**config.mk**
```make
export PLATFORM = sky130hd
export DESIGN_NAME = floating_point_to_integer_converter
export DESIGN_NICKNAME = d
export VERILOG_FILES = /design/src/rtl/floating_point_to_integer_converter_pkg.sv /design/src/rtl/floating_point_to_integer_converter_rounder.sv /design/src/rtl/floating_point_to_integer_converter.sv
export SDC_FILE = /design/constraint.sdc
export NUM_CORES = 1
export LEC_CHECK = 0
export CAP_MARGIN = 20
export CORE_MARGIN = 5
export CORE_UTILIZATION = 35
export CTS_CLUSTER_DIAMETER = 60
export CTS_CLUSTER_SIZE = 25
export DETAILED_ROUTE_END_ITERATION = 10
export PLACE_DENSITY = 0.51
export SLEW_MARGIN = 20
export SYNTH_ARGS = -nofsm -noshare
export SYNTH_HDL_FRONTEND = slang
export SYNTH_SLANG_ARGS = --single-unit
```
**constraint.sdc**
```tcl
create_clock -name clk -period 5.8 [get_ports clk]
set_input_delay 1.16 -clock clk [delete_from_list [all_inputs] [get_ports clk]]
set_output_delay 1.16 -clock clk [all_outputs]
set_load 0.005 [all_outputs]
```
**src/rtl/floating_point_to_integer_converter_pkg.sv**
```systemverilog
// Shared types and constant helpers for the float-to-integer converter.
// Contents: FSM state enum, float classification enum, exponent-bias
// function, saturation-constant functions and the special-value classifier.
package floating_point_to_integer_converter_pkg;

    typedef enum logic [1:0] {
        IDLE  = 2'd0,
        SHIFT = 2'd1,
        ROUND = 2'd2,
        DONE  = 2'd3
    } state_e;

    typedef enum logic [1:0] {
        FC_FINITE = 2'd0,
        FC_ZERO   = 2'd1,
        FC_INF    = 2'd2,
        FC_NAN    = 2'd3
    } float_class_e;

    // Wide enough for any integer width the converter is built with.
    localparam int unsigned SAT_W = 128;

    function automatic int unsigned float_bias(input int unsigned exponent_width);
        return (32'd1 << (exponent_width - 32'd1)) - 32'd1;
    endfunction

    function automatic logic [SAT_W-1:0] signed_max(input int unsigned width);
        return (SAT_W'(1) << (width - 32'd1)) - SAT_W'(1);
    endfunction

    function automatic logic [SAT_W-1:0] signed_min(input int unsigned width);
        return SAT_W'(1) << (width - 32'd1);
    endfunction

    function automatic logic [SAT_W-1:0] unsigned_max(input int unsigned width);
        return (SAT_W'(1) << width) - SAT_W'(1);
    endfunction

    // Classifies a float from its field summaries; subnormals count as finite.
    function automatic float_class_e is_special_float(input logic exp_zero,
                                                      input logic exp_ones,
                                                      input logic man_zero);
        float_class_e cls;
        cls = FC_FINITE;
        if (exp_ones) begin
            cls = man_zero ? FC_INF : FC_NAN;
        end else if (exp_zero && man_zero) begin
            cls = FC_ZERO;
        end
        return cls;
    endfunction

endpackage

```
**src/rtl/floating_point_to_integer_converter_rounder.sv**
```systemverilog
// float_to_int_rounder: combinational rounding and range check for the
// ROUND stage of the float-to-integer converter.
// Ports:
//   magnitude  aligned integer magnitude
//   guard      first discarded bit
//   sticky     OR of all bits below guard
//   sign       operand sign
//   is_signed  1 = signed result, 0 = unsigned result
//   mode       1 = round-to-nearest-even, 0 = truncate
//   out        final integer (saturated where needed)
//   overflow   magnitude did not fit and was saturated
//   invalid    negative nonzero value requested as unsigned
//   inexact    a nonzero fraction was discarded
module float_to_int_rounder
    import floating_point_to_integer_converter_pkg::*;
#(
    parameter int unsigned MAGNITUDE_WIDTH = 33,
    parameter int unsigned INTEGER_WIDTH   = 32
) (
    input  logic [MAGNITUDE_WIDTH-1:0] magnitude,
    input  logic                       guard,
    input  logic                       sticky,
    input  logic                       sign,
    input  logic                       is_signed,
    input  logic                       mode,
    output logic [INTEGER_WIDTH-1:0]   out,
    output logic                       overflow,
    output logic                       invalid,
    output logic                       inexact
);

    localparam int unsigned MAG_W = MAGNITUDE_WIDTH;
    localparam int unsigned INT_W = INTEGER_WIDTH;

    localparam logic [MAG_W-1:0] POS_LIMIT = MAG_W'(signed_max(INT_W));
    localparam logic [MAG_W-1:0] NEG_LIMIT = MAG_W'(signed_min(INT_W));
    localparam logic [MAG_W-1:0] UNS_LIMIT = MAG_W'(unsigned_max(INT_W));
    localparam logic [INT_W-1:0] SMAX      = INT_W'(signed_max(INT_W));
    localparam logic [INT_W-1:0] SMIN      = INT_W'(signed_min(INT_W));
    localparam logic [INT_W-1:0] UMAX      = INT_W'(unsigned_max(INT_W));

    logic             round_up;
    logic [MAG_W-1:0] rounded;

    // Ties go to the even magnitude; the extra top bit absorbs the carry.
    assign round_up = mode & guard & (sticky | magnitude[0]);
    assign rounded  = magnitude + MAG_W'(round_up);

    // Range check and sign application; overflow suppresses inexact.
    always_comb begin
        out      = sign ? INT_W'(MAG_W'(0) - rounded) : INT_W'(rounded);
        overflow = 1'b0;
        invalid  = 1'b0;
        inexact  = guard | sticky;
        if (is_signed) begin
            if (!sign && (rounded > POS_LIMIT)) begin
                out      = SMAX;
                overflow = 1'b1;
                inexact  = 1'b0;
            end else if (sign && (rounded > NEG_LIMIT)) begin
                out      = SMIN;
                overflow = 1'b1;
                inexact  = 1'b0;
            end
        end else if (sign) begin
            if (rounded != '0) begin
                out     = '0;
                invalid = 1'b1;
            end
        end else if (rounded > UNS_LIMIT) begin
            out      = UMAX;
            overflow = 1'b1;
            inexact  = 1'b0;
        end
    end

endmodule

```
**src/rtl/floating_point_to_integer_converter.sv**
```systemverilog
// Iterative float-to-integer converter: classifies the operand at capture,
// aligns the significand one bit per cycle, then rounds and range-checks.
// Ports:
//   clk, rst_n               clock, asynchronous active-low reset
//   in_valid / in_ready      operand handshake (a, is_signed)
//   out_valid / out_ready    result handshake (out and flags)
//   invalid_operation_flag   NaN, Inf, or negative value to unsigned
//   overflow_flag            finite value saturated
//   inexact_flag             nonzero fraction discarded
module floating_point_to_integer_converter
    import floating_point_to_integer_converter_pkg::*;
#(
    parameter int unsigned EXPONENT_WIDTH   = 8,
    parameter int unsigned MANTISSA_WIDTH   = 23,
    parameter int unsigned INTEGER_WIDTH    = 32,
    parameter int unsigned ROUND_TO_NEAREST = 1
) (
    input  logic                                    clk,
    input  logic                                    rst_n,
    input  logic                                    in_valid,
    output logic                                    in_ready,
    input  logic [EXPONENT_WIDTH+MANTISSA_WIDTH:0]  a,
    input  logic                                    is_signed,
    output logic                                    out_valid,
    input  logic                                    out_ready,
    output logic [INTEGER_WIDTH-1:0]                out,
    output logic                                    invalid_operation_flag,
    output logic                                    overflow_flag,
    output logic                                    inexact_flag
);

    localparam int unsigned FLOAT_W   = EXPONENT_WIDTH + MANTISSA_WIDTH + 1;
    localparam int unsigned SIG_W     = MANTISSA_WIDTH + 1;
    localparam int unsigned MAG_W     = ((INTEGER_WIDTH > SIG_W) ? INTEGER_WIDTH : SIG_W) + 1;
    localparam int unsigned CNT_MAX   = (MANTISSA_WIDTH + 2 > INTEGER_WIDTH) ? MANTISSA_WIDTH + 2
                                                                             : INTEGER_WIDTH;
    localparam int unsigned CNT_W     = $clog2(CNT_MAX + 1);
    localparam int          BIAS      = int'(float_bias(EXPONENT_WIDTH));
    localparam int          MAN_I     = int'(MANTISSA_WIDTH);
    localparam int          RIGHT_CAP = MAN_I + 2;
    localparam logic        RNE_MODE  = (ROUND_TO_NEAREST != 0);
    localparam logic [INTEGER_WIDTH-1:0] SMAX = INTEGER_WIDTH'(signed_max(INTEGER_WIDTH));
    localparam logic [INTEGER_WIDTH-1:0] SMIN = INTEGER_WIDTH'(signed_min(INTEGER_WIDTH));
    localparam logic [INTEGER_WIDTH-1:0] UMAX = INTEGER_WIDTH'(unsigned_max(INTEGER_WIDTH));

    state_e                     state, state_n;
    logic [MAG_W-1:0]           mag, mag_n;
    logic [CNT_W-1:0]           cnt, cnt_n;
    logic                       guard, guard_n;
    logic                       sticky, sticky_n;
    logic                       sign_q, sign_n;
    logic                       signed_q, signed_n;
    logic                       shift_left, shift_left_n;
    logic [INTEGER_WIDTH-1:0]   out_n;
    logic                       inv_n, ovf_n, inx_n;

    logic                       a_sign;
    logic [EXPONENT_WIDTH-1:0]  exp_field;
    logic [MANTISSA_WIDTH-1:0]  man_field;
    logic                       exp_zero;
    float_class_e               a_class;
    logic [SIG_W-1:0]           significand;
    int                         exp_unb;
    int                         right_raw;
    int                         right_amt;
    logic                       go_left;
    logic [INTEGER_WIDTH-1:0]   sat_value;

    logic [INTEGER_WIDTH-1:0]   rnd_out;
    logic                       rnd_ovf, rnd_inv, rnd_inx;

    // Operand decode; subnormals reuse the minimum exponent with no hidden bit.
    assign a_sign      = a[FLOAT_W-1];
    assign exp_field   = a[FLOAT_W-2 -: EXPONENT_WIDTH];
    assign man_field   = a[MANTISSA_WIDTH-1:0];
    assign exp_zero    = (exp_field == '0);
    assign a_class     = is_special_float(exp_zero, &exp_field, man_field == '0);
    assign significand = {~exp_zero, man_field};
    assign exp_unb     = exp_zero ? (1 - BIAS) : (int'(exp_field) - BIAS);
    assign right_raw   = MAN_I - exp_unb;
    assign right_amt   = (right_raw > RIGHT_CAP) ? RIGHT_CAP : right_raw;
    assign go_left     = (exp_unb > MAN_I);
    assign sat_value   = is_signed ? (a_sign ? SMIN : SMAX) : (a_sign ? '0 : UMAX);

    float_to_int_rounder #(
        .MAGNITUDE_WIDTH (MAG_W),
        .INTEGER_WIDTH   (INTEGER_WIDTH)
    ) u_rounder (
        .magnitude (mag),
        .guard     (guard),
        .sticky    (sticky),
        .sign      (sign_q),
        .is_signed (signed_q),
        .mode      (RNE_MODE),
        .out       (rnd_out),
        .overflow  (rnd_ovf),
        .invalid   (rnd_inv),
        .inexact   (rnd_inx)
    );

    // Next-state and next-datapath logic.
    always_comb begin
        state_n      = state;
        mag_n        = mag;
        cnt_n        = cnt;
        guard_n      = guard;
        sticky_n     = sticky;
        sign_n       = sign_q;
        signed_n     = signed_q;
        shift_left_n = shift_left;
        out_n        = out;
        inv_n        = invalid_operation_flag;
        ovf_n        = overflow_flag;
        inx_n        = inexact_flag;
        case (state)
            IDLE: begin
                if (in_valid) begin
                    sign_n       = a_sign;
                    signed_n     = is_signed;
                    mag_n        = '0;
                    cnt_n        = '0;
                    guard_n      = 1'b0;
                    sticky_n     = 1'b0;
                    shift_left_n = 1'b0;
                    out_n        = '0;
                    inv_n        = 1'b0;
                    ovf_n        = 1'b0;
                    inx_n        = 1'b0;
                    case (a_class)
                        FC_NAN: begin
                            out_n   = is_signed ? SMAX : UMAX;
                            inv_n   = 1'b1;
                            state_n = DONE;
                        end
                        FC_INF: begin
                            out_n   = sat_value;
                            inv_n   = 1'b1;
                            state_n = DONE;
                        end
                        FC_ZERO: state_n = DONE;
                        default: begin
                            if (exp_unb >= int'(INTEGER_WIDTH)) begin
                                out_n   = sat_value;
                                ovf_n   = 1'b1;
                                state_n = DONE;
                            end else begin
                                mag_n        = MAG_W'(significand);
                                shift_left_n = go_left;
                                cnt_n        = go_left ? CNT_W'(exp_unb - MAN_I) : CNT_W'(right_amt);
                                state_n      = SHIFT;
                            end
                        end
                    endcase
                end
            end
            SHIFT: begin
                // Last shift happens in the cycle that sees count==1; count 0 just passes through.
                if (cnt != '0) begin
                    cnt_n = cnt - CNT_W'(1);
                    if (shift_left) begin
                        mag_n = mag << 1;
                    end else begin
                        mag_n    = mag >> 1;
                        guard_n  = mag[0];
                        sticky_n = sticky | guard;
                    end
                end
                if (cnt <= CNT_W'(1)) begin
                    state_n = ROUND;
                end
            end
            ROUND: begin
                out_n   = rnd_out;
                inv_n   = rnd_inv;
                ovf_n   = rnd_ovf;
                inx_n   = rnd_inx;
                state_n = DONE;
            end
            DONE: begin
                if (out_ready) begin
                    state_n = IDLE;
                end
            end
            default: state_n = IDLE;
        endcase
    end

    // State, datapath and registered outputs.
    always_ff @(posedge clk or negedge rst_n) begin
        if (!rst_n) begin
            state                  <= IDLE;
            mag                    <= '0;
            cnt                    <= '0;
            guard                  <= 1'b0;
            sticky                 <= 1'b0;
            sign_q                 <= 1'b0;
            signed_q               <= 1'b0;
            shift_left             <= 1'b0;
            in_ready               <= 1'b1;
            out_valid              <= 1'b0;
            out                    <= '0;
            invalid_operation_flag <= 1'b0;
            overflow_flag          <= 1'b0;
            inexact_flag           <= 1'b0;
        end else begin
            state                  <= state_n;
            mag                    <= mag_n;
            cnt                    <= cnt_n;
            guard                  <= guard_n;
            sticky                 <= sticky_n;
            sign_q                 <= sign_n;
            signed_q               <= signed_n;
            shift_left             <= shift_left_n;
            in_ready               <= (state_n == IDLE);
            out_valid              <= (state_n == DONE);
            out                    <= out_n;
            invalid_operation_flag <= inv_n;
            overflow_flag          <= ovf_n;
            inexact_flag           <= inx_n;
        end
    end

endmodule

```
==> impl_metrics.env <==
export IMPL_run_status="finished, final reports clean"
export IMPL_synth_most_common_cell="sky130_fd_sc_hd__nor2_1"
export IMPL_grt_antenna_before_repair=0
export IMPL_hold_ws_ns=0.4895
export IMPL_grt_first_pass_wirelength_mm=35.22
export IMPL_post_route_util_pct=40.82
export IMPL_period_needed_ns=4.832
export IMPL_clk_pin_slew_worst_paths_ns=0.06
export IMPL_finalHoldViolations=0
export IMPL_ys_warnings_count=0
export IMPL_tritoncts_num_sinks=83
export IMPL_initial_utilization_pct=35.25
export IMPL_row_count=53
export IMPL_via_count_of_the_first_global_routing_pass=6367
export IMPL_avgRoutedWirePerCell_microns=17.44
export IMPL_fp_coreArea_sq_um=20820
export IMPL_ys_top_cells_by_count="sky130_fd_sc_hd__nor2_1, sky130_fd_sc_hd__nand2_1, sky130_fd_sc_hd__dfrtp_1, sky130_fd_sc_hd__o21ai_0, sky130_fd_sc_hd__clkbuf_1"
export IMPL_ys_ff_latch=83
export IMPL_cts_root_buf="sky130_fd_sc_hd__clkbuf_16"
export IMPL_final_fill_count=2175
export IMPL_die_height_microns=154.8
export IMPL_timing_setup_tns_ns=0
export IMPL_post_cts_setup_buffer_count=0
export IMPL_vias=6813
export IMPL_final_max_slew_violation_count=0
export IMPL_netlist_top_cell_by_area="sky130_fd_sc_hd__dfrtp_1"
export IMPL_n_antenna_cell=0
export IMPL_port_buffers=73
export IMPL_ys_async_sr_fraction_pct=100.0
export IMPL_drt_iter0_markers=455
export IMPL_routed_wl_mm=21.59
export IMPL_finClkSkew_ns=0.01204
export IMPL_cts_repair_resize_count=0
export IMPL_cp_max_fo=9
export IMPL_share_of_yosys_cell_area_claimed_by_the_top_area_cell_type_pct=27.96
export IMPL_avgSynthCellArea_sq_um=7.833
export IMPL_final_setup_viol_count=0
export IMPL_largest_cells_by_area_after_synthesis="sky130_fd_sc_hd__dfrtp_1, sky130_fd_sc_hd__xnor2_1, sky130_fd_sc_hd__nor2_1, sky130_fd_sc_hd__nand2_1, sky130_fd_sc_hd__mux2i_1"
export IMPL_critical_path_required_ns=5.99
export IMPL_worst_ep_arrival_time_ns=5.03
export IMPL_firstDrtPassIters=5
export IMPL_synth_seq_area_share_pct=28.32
export IMPL_tightest_slew_ns=1.008
export IMPL_cts_made_buffers=9
export IMPL_post_drt_via_cell_ratio=5.503
export IMPL_die_area_sq_um=23970
export IMPL_power_static_leakage_nw=3.212
export IMPL_global_route_overflow_total=0
export IMPL_seq_area_sq_um=2079
export IMPL_gr_usage_all_layers_pct=17.90
export IMPL_cts_max_path_buffers=2
export IMPL_net_count_synth=999
export IMPL_timing_max_cap_violations=0
export IMPL_synth_edf_count=0
export IMPL_slew_headroom_pct=32.78
export IMPL_die_x_microns=154.8
export IMPL_grt_max_degree=72
export IMPL_critPathLaunchType="primary input"
export IMPL_synth_area_sq_um=7340
export IMPL_worstSetupEndpointType="register"
export IMPL_multi_input_area_sq_um=4832
export IMPL_max_freq_mhz=207.0
export IMPL_cts_hold_repair_buffers=0
export IMPL_final_layout_size_suffix_gt1_share_pct=6.957
export IMPL_top_level_ports=74
export IMPL_postSynth_topFlopCell="sky130_fd_sc_hd__dfrtp_1"
export IMPL_max_vdd_ir_drop_mv=0.1795
export IMPL_setup_repair_after_global_routing_missed_its_margin="no"
export IMPL_timing_hold_worst_class="reg2reg"
export IMPL_area_delta_synth_final_pct=15.80
export IMPL_drtAntennaViolNets=0
export IMPL_worstSkewPairLatency_ns=0.36
export IMPL_power_density_cell_area_nw_per_um2=471.1
export IMPL_cts_htree_levels=3
export IMPL_worstSetupPathType="in2reg"
export IMPL_min_period_over_period_pct=83.31
export IMPL_syn_instance_count=937
export IMPL_finalWeightedCongestion=0.8422
export IMPL_final_net_count=1020
export IMPL_drc=0
export IMPL_yosysUniqueCellTypes=76
export IMPL_hpwl_mm=16.21
export IMPL_cts_tree="yes"
final cells by class:
class	count	share of cell area [%]
clock inverters	6	1.045
well taps	275	4.048
repair buffers	85	9.628
multi-input cells	753	56.85
clock buffers	10	2.812
flip-flops and latches	83	24.47
inverters	26	1.148
path summary, 6_finish.rpt:
check                                              startpoint  slack (ns)                            endpoint  cells past startpoint
max reg2reg                                mag[0]$_DFFE_PN0P_        1.27                 out[29]$_DFFE_PN0P_                     13
min in group asynchronous                               rst_n        0.77                 out[17]$_DFFE_PN0P_                      1
max                                                     a[23]        0.97                  cnt[4]$_DFFE_PN0P_                     16
max in group asynchronous                               rst_n        4.01              shift_left$_DFFE_PN0P_                      2
min reg2reg                invalid_operation_flag$_DFFE_PN0P_        0.49  invalid_operation_flag$_DFFE_PN0P_                      2
min                        invalid_operation_flag$_DFFE_PN0P_        0.49  invalid_operation_flag$_DFFE_PN0P_                      2
cell usage in the layout, fill, tap and decap left out, types with 25 or more instances in the layout:
| cell | count |
|---|---|
| sky130_fd_sc_hd__nor2_1 | 99 |
| sky130_fd_sc_hd__nand3_1 | 38 |
| sky130_fd_sc_hd__ha_1 | 25 |
| sky130_fd_sc_hd__a31oi_1 | 30 |
| sky130_fd_sc_hd__mux2i_1 | 33 |
| sky130_fd_sc_hd__o21ai_0 | 59 |
| sky130_fd_sc_hd__nand2_1 | 93 |
| sky130_fd_sc_hd__inv_1 | 26 |
| sky130_fd_sc_hd__xnor2_1 | 43 |
| sky130_fd_sc_hd__clkdlybuf4s50_1 | 72 |
| sky130_fd_sc_hd__nor3_1 | 26 |
| sky130_fd_sc_hd__a21oi_1 | 43 |
| sky130_fd_sc_hd__dfrtp_1 | 81 |
critical path: stages:
cell and delay, ns:
sky130_fd_sc_hd__clkdlybuf4s50_1 0.56, sky130_fd_sc_hd__ha_1 0.20, sky130_fd_sc_hd__and3_1 0.35, sky130_fd_sc_hd__nand3_1 0.17, sky130_fd_sc_hd__or3_1 0.36, sky130_fd_sc_hd__a21oi_1 0.41, sky130_fd_sc_hd__nand2_1 0.14, sky130_fd_sc_hd__inv_1 0.08
sky130_fd_sc_hd__ha_1 0.21, sky130_fd_sc_hd__nor4bb_1 0.26, sky130_fd_sc_hd__nand3_1 0.11, sky130_fd_sc_hd__a311o_1 0.32, sky130_fd_sc_hd__o21bai_1 0.20, sky130_fd_sc_hd__nand2_1 0.10, sky130_fd_sc_hd__o221ai_1 0.24, sky130_fd_sc_hd__o221ai_1 0.15
power by group:
part / internal, W / total [W] / switching, W
Clock: 0.000389 / 0.000643 / 0.000254
Combinational: 0.000951 / 0.00216 / 0.00121
Sequential: 0.000821 / 0.00120 / 0.000378
flip-flops by register name, summed over array words and instances, names as in the netlist, 2 cells and up:
register and cells:
cnt 6, mag 33, out 32, state 2
kinds of logic after synthesis:
logic type               Yosys count  synth area share, %
AO/OA/AOI/OAI                    231                20.27
XOR/XNOR                          63                7.518
adder cells (fa/ha/maj)           26                4.398
buffers and inverters            101                6.035
flip-flops                        83                28.32
multiplexers                      36                4.961
AND/OR/NAND/NOR                  397                28.50
per-stage QoR:
stage	power, W	instances	cell area (sq um)	worst slack (ns)
floorplan	0.002651	937	7340	1.530
global placement	0.003372	1222	8164	0.6656
detailed placement	0.003376	1222	8164	0.6293
CTS	0.004031	1238	8492	1.002
global route	0.004349	1238	8499	0.6363
finish	0.004004	1238	8499	0.9682
routing by layer:
metal / up-vias / wire, microns / track usage [%] / share of wire, %
met5: - / 0 / 0 / 0
met1: 3209 / 11000 / 27.08 / 51
met4: 0 / 174 / 3.028 / 0.81
met3: 19 / 708 / 2.742 / 3.3
met2: 114 / 9704 / 27.33 / 45
li1: 3471 / - / - / -
(Power assumes the default switching activity.)
